==> config.mk <==
export PLATFORM = sky130hd
export DESIGN_NAME = router_xy_bp
export DESIGN_NICKNAME = d
export VERILOG_FILES = /design/src/rtl/router_xy_bp.sv
export SDC_FILE = /design/constraint.sdc
export NUM_CORES = 1
export LEC_CHECK = 0
export CORE_ASPECT_RATIO = 1.2
export CORE_MARGIN = 2
export CORE_UTILIZATION = 55
export DETAILED_ROUTE_END_ITERATION = 10
export PLACE_DENSITY = 0.73
export SETUP_SLACK_MARGIN = 0.15
export SLEW_MARGIN = 40
export SYNTH_ARGS = -nofsm -noshare
export SYNTH_HDL_FRONTEND = slang
export SYNTH_SLANG_ARGS = --single-unit
==> constraint.sdc <==
create_clock -name clk -period 12.4 [get_ports clk]
set_input_delay 3.72 -clock clk [delete_from_list [all_inputs] [get_ports clk]]
set_output_delay 3.72 -clock clk [all_outputs]
set_load 0.02 [all_outputs]
==> src/rtl/router_xy_bp.sv <==
// Five-port mesh router: per-input FIFOs, round-robin grant, XY routing and
// per-direction downstream backpressure, one flit per cycle through a registered output.
module router_xy_bp #(
  parameter int DEPTH     = 4,
  parameter int DATASIZE  = 30,
  parameter int MESH_X    = 4,
  parameter int MESH_Y    = 4,
  parameter int ID_WIDTH  = 4,
  parameter int ROUTER_ID = 6
) (
  input  logic                  clk,
  input  logic                  rst,
  input  logic [5*DATASIZE-1:0] data_in,
  input  logic [4:0]            valid_in,
  output logic [4:0]            full_out,
  input  logic [4:0]            full_in,
  output logic [DATASIZE-1:0]   data_out,
  output logic [4:0]            dir_out,
  output logic                  valid_out
);

  localparam int AW    = $clog2(DEPTH);
  localparam int MY_X  = ROUTER_ID % MESH_X;
  localparam int MY_Y  = ROUTER_ID / MESH_X;
  localparam int NODES = MESH_X * MESH_Y;
  localparam logic [AW:0] FULL_CNT = (AW+1)'(DEPTH);

  // One-hot direction, bit order L,S,E,N,W. Out-of-mesh IDs are parked on L.
  function automatic logic [4:0] route(input logic [DATASIZE-1:0] flit);
    int dst;
    int dx;
    int dy;
    dst = int'(flit[DATASIZE-1 -: ID_WIDTH]);
    dx  = dst % MESH_X;
    dy  = dst / MESH_X;
    if (dst >= NODES)    route = 5'b00001;
    else if (dx > MY_X)  route = 5'b00100;
    else if (dx < MY_X)  route = 5'b10000;
    else if (dy > MY_Y)  route = 5'b00010;
    else if (dy < MY_Y)  route = 5'b01000;
    else                 route = 5'b00001;
  endfunction

  logic [DATASIZE-1:0] mem [5][DEPTH];
  logic [AW-1:0]       wptr [5];
  logic [AW-1:0]       rptr [5];
  logic [AW:0]         count [5];
  logic [DATASIZE-1:0] head [5];
  logic [4:0]          head_dir [5];
  logic [4:0]          eligible;
  logic [4:0]          wr;
  logic [4:0]          rd;
  logic [2:0]          ptr;
  logic [2:0]          gnt;
  logic                any_gnt;
  logic [DATASIZE-1:0] sel_flit;
  logic [4:0]          sel_dir;

  // Head view and write acceptance; a full FIFO refuses writes even while being read.
  always_comb begin
    for (int p = 0; p < 5; p++) begin
      head[p]     = mem[p][rptr[p]];
      head_dir[p] = route(head[p]);
      full_out[p] = (count[p] == FULL_CNT);
      eligible[p] = (count[p] != '0) && ((head_dir[p] & full_in) == 5'b0);
      wr[p]       = valid_in[p] && !full_out[p];
    end
  end

  // Round-robin scan starting at ptr; the first eligible port wins.
  always_comb begin
    int idx;
    idx      = 0;
    any_gnt  = 1'b0;
    gnt      = 3'd0;
    sel_flit = '0;
    sel_dir  = 5'b0;
    for (int i = 0; i < 5; i++) begin
      idx = (int'(ptr) + i) % 5;
      if (!any_gnt && eligible[idx]) begin
        any_gnt  = 1'b1;
        gnt      = 3'(idx);
        sel_flit = head[idx];
        sel_dir  = head_dir[idx];
      end
    end
    rd = 5'b0;
    if (any_gnt) rd[gnt] = 1'b1;
  end

  always_ff @(posedge clk) begin
    if (rst) begin
      for (int p = 0; p < 5; p++) begin
        wptr[p]  <= '0;
        rptr[p]  <= '0;
        count[p] <= '0;
      end
    end else begin
      for (int p = 0; p < 5; p++) begin
        if (wr[p]) wptr[p] <= wptr[p] + 1'b1;
        if (rd[p]) rptr[p] <= rptr[p] + 1'b1;
        count[p] <= count[p] + {{AW{1'b0}}, wr[p]} - {{AW{1'b0}}, rd[p]};
      end
    end
  end

  // Storage needs no reset; emptiness is tracked by the counters alone.
  always_ff @(posedge clk) begin
    for (int p = 0; p < 5; p++) begin
      if (!rst && wr[p]) mem[p][wptr[p]] <= data_in[p*DATASIZE +: DATASIZE];
    end
  end

  always_ff @(posedge clk) begin
    if (rst) begin
      valid_out <= 1'b0;
      dir_out   <= 5'b0;
      data_out  <= '0;
      ptr       <= 3'd0;
    end else if (any_gnt) begin
      valid_out <= 1'b1;
      dir_out   <= sel_dir;
      data_out  <= sel_flit;
      ptr       <= (gnt == 3'd4) ? 3'd0 : gnt + 3'd1;
    end else begin
      valid_out <= 1'b0;
      dir_out   <= 5'b0;
    end
  end

endmodule

==> results.toml, run 1 <==
[clocking]
clk_pin_slew_ns = 0.08
cts.sinks = 674
cts_buffers = 68
tritoncts = "yes"
clock_path_buffers = 3
cts_hold_buf = 0
clkLatencyLatePin_ns = 0.64
cts-resized-gates = 0
h-tree-depth = 3
cts-root-buf = "clkbuf_16"
cts_setup_buffers = 0

[setup_path]
r2r_end = "count[0][2]"
r2r_slack_ns = 3.95
slowest_delay_ns = 0.70
worstSetupStartpointType = "register"
r2r-start = "ptr[1]"
slowest_stage = "ha_1"
crit_arrival_ns = 8.94
worstSetupEndpointType = "register"
crit_type = "register to register"
path_max_fanout = 40
r2r_cells = 29
critPathRequiredTime_ns = 12.89

[drt]
drtAntennaViolNets = 0
dr.max_layer_used = "met5"
dr.pass1.iters = 9
drc = 0
m1WireLength_um = 38200
routed_via_density = 6.94
met3_length_um = 9360
vias = 22400
wl_met2_um = 48700
avgRoutedWirePerCell_um = 31.6
wirelength_um = 102000
drt_iter0_drc = 2731

[synth]
yosys_warnings = 0
synth_edf_count = 620
synth_area_um2 = 33900
synth_top_family_by_area = "multiplexers"
synth_cell_type_count = 94
async_flop_share = 0
synth_compound_area_frac = 0.107
yosys_register_bits = 674
synth_seq_area_share = 0.581
synth_mux_area_frac = 0.193
syn_area_per_cell_um2 = 15.5
synthAdderAreaFrac = 0.0227
synthCells = 2193
yosys.area_share.simple = 0.0612
synth_xor_area_frac = 0.00772
synth_nets = 2413
yosys_most_used_dff = "edfxtp_1"

[sta]
fmax_mhz = 118
period_minus_slack_ns = 8.45
drv_slew = 0
hold_viol = 0
tightest_slew_ns = 0.836
fin_tns_setup_ns = 0
fin_skew_ns = 0.0274
setup_viol = 0
slew_headroom = 0.443
rsz0062_at_grt = "false"
holdWs_ns = 0.548
setup_ws_ns = 3.95
post-route-period-util = 0.681

[min_path]
hp-start = "data_out[26]"
min_path_type = "register to register"
hold_end = "data_out[26]"
hold_depth = 2

[final_layout]
final_area_um2 = 39200
area_growth_pct = 15.8
finalNonFillerCells = 3231
drive_gt1_frac = 0.216
nets = 2586
post-route-util = 0.645
final_cell_mix = "620 x edfxtp_1, 271 x mux4_2, 202 x clkdlybuf4s50_1, 152 x nand2_1, 81 x a21oi_1"
final_common_cell = "edfxtp_1"

[outcome]
status = "complete, no violations"

[die]
die_w_um = 231
num_rows = 99
die-area_um2 = 63600
core_um2 = 60800
fp.dieH_um = 276
io-pin-count = 203
initial_core_util = 0.557

[power_and_ir_drop]
powerDensity_nw_per_um2 = 319
vdd_drop_max_mv = 0.246
finalPower_mw = 12.5
leakage_nw = 13.0

[global_routing]
grt_pass1_wl_um = 151000
grt_pass1_vias = 22500
grt_use_total = 0.327
grt_max_degree = 62
antenna_found_initial = 3
overflow = 0

[place]
dpl.cell_count = 3104
io_buffers = 202
gp_congestion = 0.971
place_area_um2 = 36900
dp_slack_ns = 3.45
dp_hpwl_um = 66800

[job]
drv_cap = 0
-- critical path, delay by kind of cell (launching register included) --
family,cells,cell delay [ns]
AO/OA/AOI/OAI,6,1.43
XOR/XNOR,3,0.66
adder cells (fa/ha/maj),6,2.03
buffers and inverters,7,1.75
flip-flops,1,0.60
multiplexers,2,0.79
AND/OR/NAND/NOR,5,0.98
-- metal layers --
layer	global-route usage	vias to the layer above
met2	0.516	1309
met5	0	-
met4	0.180	4
met1	0.431	11400
met3	0.0670	271
li1	-	9397
-- cell usage after synthesis (all sizes together), types with 6 or more instances --
| cell | number | area share |
|---|---|---|
| a2111oi | 9 | 0.0035 |
| a211oi | 36 | 0.0081 |
| a21oi | 86 | 0.013 |
| a221oi | 56 | 0.014 |
| a22oi | 79 | 0.017 |
| a31oi | 12 | 0.0027 |
| and2 | 43 | 0.0080 |
| and3 | 9 | 0.0017 |
| buf | 67 | 0.0093 |
| clkbuf | 98 | 0.011 |
| dfxtp | 54 | 0.032 |
| edfxtp | 620 | 0.55 |
| fa | 6 | 0.0035 |
| ha | 52 | 0.019 |
| inv | 58 | 0.0064 |
| mux2 | 8 | 0.0027 |
| mux2i | 31 | 0.0092 |
| mux4 | 273 | 0.18 |
| nand2 | 154 | 0.017 |
| nand2b | 15 | 0.0028 |
| nand3 | 32 | 0.0053 |
| nor2 | 79 | 0.0090 |
| nor2b | 19 | 0.0035 |
| nor3 | 30 | 0.0052 |
| o211ai | 32 | 0.0072 |
| o21ai | 27 | 0.0041 |
| o221a | 14 | 0.0047 |
| o221ai | 8 | 0.0021 |
| o22a | 15 | 0.0039 |
| o22ai | 29 | 0.0057 |
| o31a | 13 | 0.0034 |
| or2 | 11 | 0.0020 |
| xnor2 | 26 | 0.0069 |
-- worst max-delay path by stage --
stage                    start          end  slack (ns)  depth (start not counted)
floorplan           full_in[4]  count[0][2]        5.23                         17
global placement    full_in[4]  count[0][2]        3.29                         19
detailed placement  full_in[2]  count[0][2]        3.45                         21
CTS                 full_in[2]  count[0][2]        4.11                         21
global route            ptr[1]  count[0][2]        3.57                         29
finish                  ptr[1]  count[0][2]        3.95                         29
-- cell families after synthesis --
family                     after synthesis
adders and majority gates               58
DFF                                    674
buffers and inverters                  224
xor gates and xnor gates                29
and+or+nand+nor                        420
AOI/OAI and AO/OA                      476
muxes                                  312
-- registers in the layout, indices dropped and copies added, names as in the netlist --
register   cells
ptr            3
data_out      30
rptr          10
mem          600
valid_out      1
wptr          10
dir_out        5
count         15
-- power breakdown --
group | internal, mW | switching, mW
registers | 2.79 | 0.123
logic | 3.01 | 4.46
clock network | 1.20 | 0.911
total | 7.00 | 5.50
-- area by class of cell --
class	count	area [um2]
well taps	808	1010
clock buffers	82	1780
fillers	4256	21600
clock inverters	44	518
diodes	1	2.50
inverters	59	221
multi-input cells	1295	13500
flip-flops and latches	674	19700
repair buffers	268	2520
Note: power is estimated with default switching activity, not from simulation.
==> inputs of run 2 (changes only) <==
- clock period: 12.4 -> 8.7 ns (I/O delays scaled with it)
==> results.toml, run 2 (synthesis gave the netlist of run 1 again) <==
[min_path]
hold_depth = 1
hp-start = "data_out[4]"
min_path_type = "register to register"

[setup_path]
path_max_fanout = 18
crit_cells = 27
crit_arrival_ns = 7.94
r2r-start = "ptr[1]"
worstSetupStartpointType = "register"
critPathRequiredTime_ns = 9.18
slowest_delay_ns = 0.68
path_delay_family = "adder cells"
critPathBufInv = 6
worstSetupEndpointType = "register"
slowest_stage = "ha_1"
crit_type = "register to register"
cp-startpoint = "ptr[1]"
r2r_cells = 27
cp_common_cell = "ha_1"

[job]
drv_cap = 0

[sta]
rsz0062_at_grt = "false"
setup_viol = 0
fmax_mhz = 134
fin_skew_ns = 0.0291
slew_headroom = 0.399
hold_viol = 0
drv_slew = 0
tightest_slew_ns = 0.900
post-route-period-util = 0.858
period_minus_slack_ns = 7.46
fin_tns_setup_ns = 0

[drt]
drt_iter0_drc = 3147
vias = 22600
dr.pass1.iters = 7
routed_via_density = 6.96
wirelength_um = 103000
drc = 0
avgRoutedWirePerCell_um = 31.8
drtAntennaViolNets = 0

[power_and_ir_drop]
sequentialPowerShare = 0.232
p_comb_frac = 0.600
swShare = 0.438
intPower_mw = 10.1
powerDensity_nw_per_um2 = 458
leakage_nw = 13.0
p_switching_mw = 7.89
clock_power_share = 0.169
vdd_drop_max_mv = 0.339

[place]
place_area_um2 = 37000
gp_congestion = 0.994
io_buffers = 202
dp_hpwl_um = 68400

[final_layout]
largest_reg_flops = 600
fill_cells = 4204
regArea_um2 = 19700
final_area_um2 = 39400
multi_input_area_um2 = 13500
final_cell_mix = "620 x edfxtp_1, 271 x mux4_2, 202 x clkdlybuf4s50_1, 152 x nand2_1, 81 x a21oi_1"
area_growth_pct = 16.2
drive_gt1_frac = 0.219
nets = 2596
final_common_cell = "edfxtp_1"

[outcome]
status = "complete, no violations"

[clocking]
tritoncts = "yes"
clk_pin_slew_ns = 0.07
cts_hold_buf = 0
clkLatencyLatePin_ns = 0.63
cts-root-buf = "clkbuf_16"
cts_setup_buffers = 0
clock_path_buffers = 3
cts_buffers = 68
cts-resized-gates = 0
cts.sinks = 674
h-tree-depth = 3

[die]
core_um2 = 60800
initial_core_util = 0.557
die_w_um = 231
die-area_um2 = 63600
fp.dieH_um = 276
io-pin-count = 203
num_rows = 99

[global_routing]
grt_pass1_vias = 22800
antenna_found_initial = 1
grt_use_total = 0.328
overflow = 0
grt_max_degree = 62
grt_pass1_wl_um = 151000
run 2: final timing paths:
check / end / slack [ns]
setup / recovery: count[0][8] / 1.24
setup reg to reg: count[0][8] / 1.24
hold / removal: data_out[4] / 0.56
hold reg to reg: data_out[4] / 0.56
run 2: stage by stage:
stage / setup WS (ns) / power (mW) / util / hold WS [ns] / std cells
after global placement: 1.22 / 14.5 / 0.608 / 0.517 / 3112
after detailed placement: 1.07 / 14.7 / 0.609 / 0.533 / 3113
after CTS: 1.37 / 17.8 / 0.647 / 0.557 / 3238
after global routing: 0.777 / 18.8 / 0.647 / 0.560 / 3239
after floorplan: 2.64 / 11.5 / - / 0.497 / 2193
final: 1.24 / 18.0 / 0.647 / 0.556 / 3240
run 2: final cells by class:
| cell class | count | area share |
|---|---|---|
| sequential | 674 | 0.500 |
| tap | 808 | 0.0257 |
| timing repair buffer | 278 | 0.0665 |
| inverter | 59 | 0.00562 |
| clock inverter | 36 | 0.0129 |
| antenna | 1 | 0.0000635 |
| multi-input combinational | 1295 | 0.343 |
| clock buffer | 89 | 0.0462 |
run 2: routing by layer:
metal,vias to the layer above,part of all wire,global-route usage
met5,-,0,0
met1,11400,0.37,0.428
met3,352,0.10,0.0707
li1,9424,-,-
met2,1423,0.47,0.517
met4,0,0.065,0.189
run 2: power groups by stage:
stage          Combinational (mW)  Sequential [mW]  Clock [mW]
2_1_floorplan                7.31             4.21           0
3_5_place_dp                 10.5             4.24           0
5_1_grt                      11.4             4.20        3.20
3_3_place_gp                 10.3             4.22           0
6_report                     10.8             4.18        3.04
4_1_cts                      10.6             4.18        3.08
